[src/rtl/clkgen_reprog.sv]
// Runtime M/D reprogramming controller for DCM_CLKGEN instances: serial PROGEN/PROGDATA
// load, GO, then wait for PROGDONE and LOCKED with timeouts, reported through a request/response handshake.
module clkgen_reprog #(
    parameter int NUM_CH       = 2,
    parameter int DEFAULT_M    = 35,
    parameter int DEFAULT_D    = 8,
    parameter int DONE_TIMEOUT = 4096,
    parameter int LOCK_TIMEOUT = 65536
) (
    input  logic                  CLK,
    input  logic                  RESET,
    // Handshake: a request is taken on any edge where req_valid && req_ready; req_ready is high
    // only while idle, and each accepted request yields exactly one resp_valid pulse.
    input  logic                  req_valid,
    input  logic [2:0]            req_ch,
    input  logic [8:0]            req_mult,
    input  logic [8:0]            req_div,
    output logic                  req_ready,
    output logic                  resp_valid,
    output logic [1:0]            resp_err,
    output logic [NUM_CH-1:0]     progen,
    output logic                  progdata,
    input  logic [NUM_CH-1:0]     progdone,
    input  logic [NUM_CH-1:0]     locked,
    output logic [9*NUM_CH-1:0]   cur_mult,
    output logic [9*NUM_CH-1:0]   cur_div,
    output logic [3:0]            dbg_state
);

    typedef enum logic [3:0] {
        ST_IDLE,
        ST_LOAD_D,
        ST_GAP_D,
        ST_LOAD_M,
        ST_GAP_M,
        ST_GO,
        ST_WAIT_DONE,
        ST_WAIT_LOCK,
        ST_RESP
    } state_t;

    localparam logic [1:0] ERR_OK    = 2'd0;
    localparam logic [1:0] ERR_PARAM = 2'd1;
    localparam logic [1:0] ERR_DONE  = 2'd2;
    localparam logic [1:0] ERR_LOCK  = 2'd3;

    localparam int CNT_MAX = (DONE_TIMEOUT > LOCK_TIMEOUT) ? DONE_TIMEOUT : LOCK_TIMEOUT;
    localparam int CNT_W   = $clog2(CNT_MAX + 1);
    localparam logic [CNT_W-1:0] DONE_LIM = CNT_W'(DONE_TIMEOUT);
    localparam logic [CNT_W-1:0] LOCK_LIM = CNT_W'(LOCK_TIMEOUT);

    state_t             state_q, state_d;
    logic [2:0]         ch_q;
    logic [8:0]         mult_q, div_q;
    logic [1:0]         err_q;
    logic [3:0]         bit_cnt;
    logic [CNT_W-1:0]   wait_cnt;
    logic [NUM_CH-1:0]  done_s1, done_s2, lock_s1, lock_s2;
    logic [8:0]         cur_m [NUM_CH];
    logic [8:0]         cur_d [NUM_CH];

    logic [NUM_CH-1:0]  ch_sel;
    logic               bad_req, bit_last, done_hit, lock_hit, done_tmo, lock_tmo;
    logic [7:0]         d_val, m_val;
    logic [9:0]         frame_d, frame_m;

    always_comb begin
        ch_sel = '0;
        for (int i = 0; i < NUM_CH; i++) begin
            ch_sel[i] = (ch_q == 3'(i));
        end
    end

    assign bad_req  = (32'(req_ch) >= NUM_CH) || (req_mult < 9'd2) || (req_mult > 9'd256)
                   || (req_div == 9'd0) || (req_div > 9'd256);
    assign bit_last = (bit_cnt == 4'd9);
    assign done_hit = |(done_s2 & ch_sel);
    assign lock_hit = |(lock_s2 & ch_sel);
    assign done_tmo = (wait_cnt == DONE_LIM);
    assign lock_tmo = (wait_cnt == LOCK_LIM);

    // Frames go out LSB first: start bit 1, opcode bit (0 = D, 1 = M), then the value minus one.
    assign d_val   = 8'(div_q - 9'd1);
    assign m_val   = 8'(mult_q - 9'd1);
    assign frame_d = {d_val, 2'b01};
    assign frame_m = {m_val, 2'b11};

    always_ff @(posedge CLK or posedge RESET) begin
        if (RESET) begin
            state_q <= ST_IDLE;
        end else begin
            state_q <= state_d;
        end
    end

    always_comb begin
        state_d    = state_q;
        req_ready  = 1'b0;
        resp_valid = 1'b0;
        resp_err   = ERR_OK;
        progen     = '0;
        progdata   = 1'b0;
        case (state_q)
            ST_IDLE: begin
                req_ready = 1'b1;
                if (req_valid) state_d = bad_req ? ST_RESP : ST_LOAD_D;
            end
            ST_LOAD_D: begin
                progen   = ch_sel;
                progdata = frame_d[bit_cnt];
                if (bit_last) state_d = ST_GAP_D;
            end
            ST_GAP_D: state_d = ST_LOAD_M;
            ST_LOAD_M: begin
                progen   = ch_sel;
                progdata = frame_m[bit_cnt];
                if (bit_last) state_d = ST_GAP_M;
            end
            ST_GAP_M: state_d = ST_GO;
            ST_GO: begin
                progen  = ch_sel;
                state_d = ST_WAIT_DONE;
            end
            ST_WAIT_DONE: begin
                // A PROGDONE arriving on the timeout cycle still counts as success.
                if (done_hit)      state_d = ST_WAIT_LOCK;
                else if (done_tmo) state_d = ST_RESP;
            end
            ST_WAIT_LOCK: begin
                if (lock_hit || lock_tmo) state_d = ST_RESP;
            end
            ST_RESP: begin
                resp_valid = 1'b1;
                resp_err   = err_q;
                state_d    = ST_IDLE;
            end
            default: state_d = ST_IDLE;
        endcase
    end

    always_ff @(posedge CLK or posedge RESET) begin
        if (RESET) begin
            ch_q     <= '0;
            mult_q   <= '0;
            div_q    <= '0;
            err_q    <= ERR_OK;
            bit_cnt  <= '0;
            wait_cnt <= '0;
            done_s1  <= '0;
            done_s2  <= '0;
            lock_s1  <= '0;
            lock_s2  <= '0;
            for (int i = 0; i < NUM_CH; i++) begin
                cur_m[i] <= 9'(DEFAULT_M);
                cur_d[i] <= 9'(DEFAULT_D);
            end
        end else begin
            done_s1 <= progdone;
            done_s2 <= done_s1;
            lock_s1 <= locked;
            lock_s2 <= lock_s1;

            if ((state_q == ST_LOAD_D || state_q == ST_LOAD_M) && !bit_last) begin
                bit_cnt <= bit_cnt + 4'd1;
            end else begin
                bit_cnt <= '0;
            end

            // Counts only while staying in a wait state, so it restarts at zero on each entry.
            if ((state_q == ST_WAIT_DONE || state_q == ST_WAIT_LOCK) && state_d == state_q) begin
                wait_cnt <= wait_cnt + CNT_W'(1);
            end else begin
                wait_cnt <= '0;
            end

            case (state_q)
                ST_IDLE: begin
                    if (req_valid) begin
                        ch_q   <= req_ch;
                        mult_q <= req_mult;
                        div_q  <= req_div;
                        err_q  <= bad_req ? ERR_PARAM : ERR_OK;
                    end
                end
                ST_WAIT_DONE: if (!done_hit && done_tmo) err_q <= ERR_DONE;
                ST_WAIT_LOCK: if (!lock_hit && lock_tmo) err_q <= ERR_LOCK;
                ST_RESP: begin
                    if (err_q == ERR_OK) begin
                        for (int i = 0; i < NUM_CH; i++) begin
                            if (ch_sel[i]) begin
                                cur_m[i] <= mult_q;
                                cur_d[i] <= div_q;
                            end
                        end
                    end
                end
                default: ;
            endcase
        end
    end

    for (genvar g = 0; g < NUM_CH; g++) begin : g_cur
        assign cur_mult[g*9 +: 9] = cur_m[g];
        assign cur_div[g*9 +: 9]  = cur_d[g];
    end

    assign dbg_state = state_q;

endmodule
[config.mk]
export PLATFORM = sky130hd
export DESIGN_NAME = clkgen_reprog
export DESIGN_NICKNAME = d
export VERILOG_FILES = /design/src/rtl/clkgen_reprog.sv
export SDC_FILE = /design/constraint.sdc
export NUM_CORES = 1
export LEC_CHECK = 0
export ABC_AREA = 0
export CAP_MARGIN = 0
export CORE_MARGIN = 2
export CORE_UTILIZATION = 45
export CTS_BUF_LIST = sky130_fd_sc_hd__clkbuf_4 sky130_fd_sc_hd__clkbuf_8
export DETAILED_ROUTE_END_ITERATION = 6
export GPL_TIMING_DRIVEN = 0
export PLACE_DENSITY = 0.73
export SLEW_MARGIN = 20
export SYNTH_ARGS = -nofsm -noshare
export SYNTH_HDL_FRONTEND = slang
export SYNTH_SLANG_ARGS = --single-unit
[constraint.sdc]
create_clock -name CLK -period 8.2 [get_ports CLK]
set_clock_uncertainty 0.2 [all_clocks]
set_input_delay 2.05 -clock CLK [delete_from_list [all_inputs] [get_ports CLK]]
set_output_delay 2.05 -clock CLK [all_outputs]
set_load 0.05 [all_outputs]
==> results of run 1 <==
[cell type report]
class	count	area [µm²]	area share, %
flip-flops and latches	92	2312	39.29
multi-input cells	258	2187	37.17
repair buffers	75	768.2	13.06
well taps	136	170.2	2.892
plain buffers	24	153.9	2.615
clock buffers	11	151.4	2.573
clock inverters	5	82.58	1.403
inverters	15	58.81	0.9994
[kinds of logic after synthesis]
family,Yosys count,synth area share [%]
fa+ha+maj,6,1.594
compound gates,68,12.41
buf+inv,39,4.463
flops,92,49.10
xor+xnor,18,3.347
mux,63,15.01
simple gates,103,14.08
[sequential cells by signal, indices dropped and copies added, names as in the netlist, 3 cells and up]
name / flops
mult_q: 9
cur_mult: 18
cur_div: 18
wait_cnt: 17
dbg_state: 4
ch_q: 3
bit_cnt: 4
div_q: 9
[placed cells by master (no fill, tap or decap), types with 3 or more instances in the layout]
| master | n |
|---|---|
| o311ai_0 | 3 |
| o21ai_0 | 5 |
| a211oi_1 | 9 |
| o211ai_1 | 4 |
| nor3_1 | 11 |
| nor2_1 | 17 |
| clkbuf_1 | 6 |
| clkbuf_8 | 11 |
| nand2_1 | 11 |
| o32ai_1 | 3 |
| mux2i_1 | 4 |
| dfstp_2 | 8 |
| inv_1 | 14 |
| buf_2 | 10 |
| ha_1 | 6 |
| nor4_1 | 4 |
| and4_1 | 5 |
| xnor2_1 | 11 |
| dfrtp_1 | 84 |
| a211oi_2 | 10 |
| buf_6 | 3 |
| nand4_1 | 4 |
| nor4_2 | 3 |
| a21oi_1 | 8 |
| buf_4 | 3 |
| nand2b_1 | 8 |
| nor2b_1 | 5 |
| clkdlybuf4s50_1 | 74 |
| mux2_2 | 58 |
| and3_1 | 6 |
| nand3_1 | 8 |
| xor2_1 | 7 |
[routing by layer]
metal	global-route usage, %	part of all wire (%)
met5	0	0
met4	6.485	1.8
met3	5.886	5.1
met2	31.23	47
met1	27.28	46
[worst reg2reg max path, cell delays in order, from the launching register on]
cell     delay, ps
dfrtp_1        460
inv_1           90
ha_1           140
nor4b_1        230
and4_1         340
a21oi_2        110
o21ai_4        330
buf_6          220
o21ai_0        120
[where the power goes]
group	total [mW]	internal, mW	switching [mW]
Combinational	0.386	0.155	0.232
Clock	0.355	0.189	0.165
Sequential	0.563	0.516	0.0470
[how the worst max path moves through the flow]
stage                             end            startpoint
2_1_floorplan                progdata  div_q[0]$_DFFE_PP0P_
3_3_place_gp   cur_div[5]$_DFFE_PP0P_                 RESET
3_5_place_dp                 progdata  div_q[0]$_DFFE_PP0P_
4_1_cts                      progdata  div_q[0]$_DFFE_PP0P_
5_1_grt                      progdata  div_q[0]$_DFFE_PP0P_
6_report                     progdata  div_q[0]$_DFFE_PP0P_
==> impl_metrics.py, run 1 <==
metrics = {
    "outcome": {
        "outcome": "finished, final reports clean",
    },
    "layout": {
        "fin_cells": 616,
        "diodes": 0,
        "final_area_um2": 5884,
        "final_nets": 509,
        "area_delta_synth_final_pct": 24.95,
        "num-fill-cells": 863,
        "fin_util_pct": 57.52,
        "drive_gt1_share_pct": 27.50,
    },
    "global_routing": {
        "antenna_found_initial": 0,
        "grt_max_degree": 54,
        "grt_pass1_vias": 3504,
        "grt_pass1_wl_um": 17730,
        "gr-total-overflow": 0,
        "gr-usage-all-layers_pct": 20.15,
    },
    "critical_path": {
        "crit_chain": "clkbuf_1, inv_1, ha_1, nand2b_1, mux2i_1, a2111oi_0, a211oi_1, o311ai_1, clkdlybuf4s50_1",
        "rr_endpoint": "dbg_state[1]$_DFF_PP0_",
        "arrival_ps": 3320,
        "rrSetupSlack_ps": 5820,
        "reg2reg_depth": 8,
        "crit-reg2reg-launch": "wait_cnt[0]$_DFF_PP0_",
        "slowest_delay_ps": 880,
        "worst-path-buf-inv": 3,
        "crit_type": "reg2out",
        "cp.required_ps": 5950,
        "cp_max_fo": 10,
        "cp_num_cells": 9,
        "cp_slowest_cell": "clkdlybuf4s50_1",
        "end_kind": "output port",
        "worst_setup_path_start_kind": "flip-flop",
        "path_delay_family": "buffers and inverters",
    },
    "placement": {
        "port_buffers": 74,
        "placed_area_um2": 5650,
        "post-dp-hpwl_um": 7538,
        "dp_slack_ps": 3050,
        "place_inst": 600,
        "routabilityCongestion": 0.7810,
    },
    "clocking": {
        "cts_setup_buffers": 0,
        "cts_buffers": 9,
        "clk_pin_slew_worst_paths_ps": 90,
        "cts_root_buffer": "clkbuf_8",
        "h-tree-depth": 3,
        "holdBufCountCts": 0,
        "cts.sinks": 92,
        "cts_tree": "done",
        "insertion_delay_ps": 370,
        "cts_buffer_depth": 2,
        "cts.repair.resized": 0,
    },
    "die": {
        "start_util_pct": 46.03,
        "ios": 75,
        "die_h_um": 106.3,
        "row_count": 37,
        "dieWidth_um": 106.3,
        "die_area_um2": 11300,
        "core_um2": 10230,
    },
    "logic_synthesis": {
        "synth_top_cells_by_count": "84 x dfrtp_1, 58 x mux2_2, 17 x nor2_1, 15 x inv_1",
        "synth_flop_cell": "dfrtp_1",
        "synth_edf_count": 0,
        "synth_area_um2": 4710,
        "post_synth.cell_area_avg_um2": 12.11,
        "syn_nets": 423,
        "synth_top_cell_area_share_pct": 44.63,
        "synth.distinct_cells": 71,
        "yosysMostFrequentCell": "dfrtp_1",
        "syn_inst": 389,
        "ys_seq_area_share_pct": 49.10,
        "yosys_warnings": 0,
        "synth-async-reset-ratio_pct": 100.0,
        "ys_top_cells_by_area": "dfrtp_1 45%, mux2_2 14%, dfstp_2 4.5%",
        "yosys.area.top_type": "dfrtp_1",
        "synth-seq-cells": 92,
    },
    "timing": {
        "layout_min_cycle_time_ps": 5572,
        "maxSlewViolCount": 0,
        "slew_headroom_pct": 53.24,
        "achievable-frequency_mhz": 179.5,
        "fin_setup_tns_ps": 0,
        "worst_pin_slew_ps": 701.4,
        "fin_crit_sh_pct": 67.95,
        "finalSetupViolCount": 0,
        "rsz0062_at_grt": "false",
        "hold_ws_ps": 154.2,
        "fin_ws_ps": 2628,
        "hold_viol_final": 0,
    },
    "power": {
        "p_leak_nw": 2.385,
        "cellPowerDensity_nw_per_um2": 221.6,
        "ir_drop_mv": 0.1184,
        "p_total_mw": 1.304,
    },
    "hold_path": {
        "hold_end": "lock_s2[0]$_DFF_PP0_",
        "min_delay_path_depth": 0,
        "hp-class": "reg2reg",
        "min_from": "lock_s1[0]$_DFF_PP0_",
    },
    "route": {
        "vias": 3390,
        "post_drt_wl_per_cell_um": 17.11,
        "vias_per_cell": 5.503,
        "drc": 0,
        "ant_nets": 0,
        "drt_iter0_drc": 190,
        "wirelength_um": 10540,
        "first_pass_iters": 5,
    },
    "flow_run": {
        "max-cap-violations": 0,
    },
}
Note: power is estimated with default switching activity, not from simulation.
==> inputs of run 2 (changes only) <==
- PLACE_DENSITY: 0.73 -> 0.76
- clock period: 8.2 -> 4.5 ns (I/O delays scaled with it)
==> impl_metrics.py, run 2 (same netlist as run 1, synthesis figures left out) <==
metrics = {
    "placement": {
        "routabilityCongestion": 0.8058,
        "port_buffers": 74,
        "placed_area_um2": 5650,
        "place_inst": 600,
        "dp_slack_ps": 210.2,
        "post-dp-hpwl_um": 7266,
    },
    "power": {
        "p_leak_nw": 2.372,
        "p_total_mw": 2.325,
        "p_clk_share_pct": 25.9,
        "p_comb_share_pct": 30.0,
        "cellPowerDensity_nw_per_um2": 396.7,
        "ir_drop_mv": 0.2314,
        "swShare_pct": 35.80,
        "power.internal_mw": 1.493,
        "pwr-share-seq_pct": 44.1,
        "p_switching_mw": 0.8321,
    },
    "timing": {
        "hold_ws_ps": 147.3,
        "finalSetupViolCount": 0,
        "fin_setup_tns_ps": 0,
        "maxSlewViolCount": 0,
        "slew_headroom_pct": 54.14,
        "layout_min_cycle_time_ps": 4161,
        "achievable-frequency_mhz": 240.4,
        "fin_ws_ps": 339.4,
        "worst_pin_slew_ps": 687.9,
        "fin_crit_sh_pct": 92.46,
        "hold_viol_final": 0,
        "rsz0062_at_grt": "false",
    },
    "critical_path": {
        "cp_num_cells": 9,
        "slowest_delay_ps": 460,
        "crit-reg2reg-launch": "wait_cnt[0]$_DFF_PP0_",
        "reg2reg_depth": 8,
        "rr_endpoint": "dbg_state[2]$_DFF_PP0_",
        "crit_chain": "clkbuf_1, inv_1, ha_1, nand2b_1, mux2i_1, a2111oi_0, a211oi_1, o311ai_1, clkbuf_2",
        "end_kind": "output port",
        "rrSetupSlack_ps": 2090,
        "cp_max_fo": 10,
        "crit_type": "reg2out",
        "path_delay_family": "compound AO/OA/AOI/OAI gates",
        "arrival_ps": 2840,
        "cp.required_ps": 3170,
        "worst-path-buf-inv": 3,
        "worst_setup_path_start_kind": "flip-flop",
        "cp_slowest_cell": "a2111oi_0",
    },
    "hold_path": {
        "min_delay_path_depth": 0,
        "hp-class": "reg2reg",
        "hold_end": "lock_s2[1]$_DFF_PP0_",
        "min_from": "lock_s1[1]$_DFF_PP0_",
    },
    "die": {
        "row_count": 37,
        "start_util_pct": 46.03,
        "die_h_um": 106.3,
        "dieWidth_um": 106.3,
        "die_area_um2": 11300,
        "core_um2": 10230,
        "ios": 75,
    },
    "clocking": {
        "clk_pin_slew_worst_paths_ps": 100,
        "insertion_delay_ps": 360,
        "h-tree-depth": 3,
        "cts_setup_buffers": 0,
        "holdBufCountCts": 0,
        "cts_buffer_depth": 2,
        "cts_root_buffer": "clkbuf_8",
        "cts_tree": "done",
        "cts_buffers": 9,
        "cts.sinks": 92,
    },
    "route": {
        "post_drt_wl_per_cell_um": 16.43,
        "ant_nets": 0,
        "wirelength_um": 10120,
        "first_pass_iters": 4,
        "drt_iter0_drc": 251,
        "vias": 3445,
        "vias_per_cell": 5.593,
        "drc": 0,
    },
    "layout": {
        "fin_util_pct": 57.28,
        "diodes": 0,
        "layout_common_cells": "84 x dfrtp_1, 73 x clkdlybuf4s50_1, 58 x mux2_2, 17 x nor2_1, 14 x inv_1",
        "final_area_um2": 5861,
        "final_nets": 509,
        "final_common_cell": "dfrtp_1",
        "drive_gt1_share_pct": 27.71,
        "area_delta_synth_final_pct": 24.44,
        "fin_cells": 616,
    },
    "global_routing": {
        "gr-total-overflow": 0,
        "grt_max_degree": 61,
        "antenna_found_initial": 0,
        "grt_pass1_vias": 3459,
        "gr-usage-all-layers_pct": 18.69,
        "grt_pass1_wl_um": 16920,
    },
    "outcome": {
        "outcome": "finished, final reports clean",
    },
    "flow_run": {
        "max-cap-violations": 0,
    },
}
==> run 2: routing by layer <==
metal / GRT usage, % / vias to the layer above / routed length, µm
li1: - / 1608 / -
met1: 26.18 / 1737 / 4689
met2: 29.30 / 92 / 4902
met3: 3.740 / 8 / 431
met4: 5.921 / 0 / 99
met5: 0 / - / 0
==> run 2: layout make-up <==
cell class                      instances  area, µm²
Inverter                               15      58.81
Tap cell                              136      170.2
Sequential cell                        92       2312
Timing Repair Buffer                   75      763.2
Fill cell                             839       4370
Clock inverter                          7      91.34
Multi-Input combinational cell        258       2187
Clock buffer                            9      123.9
Buffer                                 24      153.9
==> run 2: how the worst max path moves through the flow <==
stage / startpoint / end / slack (ps)
2_1_floorplan: div_q[0]$_DFFE_PP0P_ / progdata / 490
3_3_place_gp: RESET / cur_div[14]$_DFFE_PP0P_ / -520
3_5_place_dp: div_q[0]$_DFFE_PP0P_ / progdata / 210
4_1_cts: div_q[0]$_DFFE_PP0P_ / progdata / 110
5_1_grt: div_q[0]$_DFFE_PP0P_ / progdata / 160
6_report: div_q[0]$_DFFE_PP0P_ / progdata / 340
==> run 2: repair_timing <==
action | 4_1_cts | 5_1_grt
gates cloned | 0 | 0
setup endpoints to repair | 1 | 1
resized for setup | 1 | 3
pin swaps | 0 | 0
==> run 2: power groups by stage <==
stage	logic, mW	registers [mW]	clock network (mW)
2_1_floorplan	0.261	1.24	0
3_3_place_gp	0.685	1.04	0
3_5_place_dp	0.700	1.04	0
4_1_cts	0.702	1.03	0.615
5_1_grt	0.738	1.04	0.649
6_report	0.697	1.03	0.602
==> run 2: worst register-to-register path: stages (launching register included) <==
cell and delay [ps]:
dfrtp_1 470, inv_1 90, ha_1 140, nor4b_1 280, and4_1 370, a21oi_2 110
o21ai_4 310, buf_6 220, o21ai_0 110
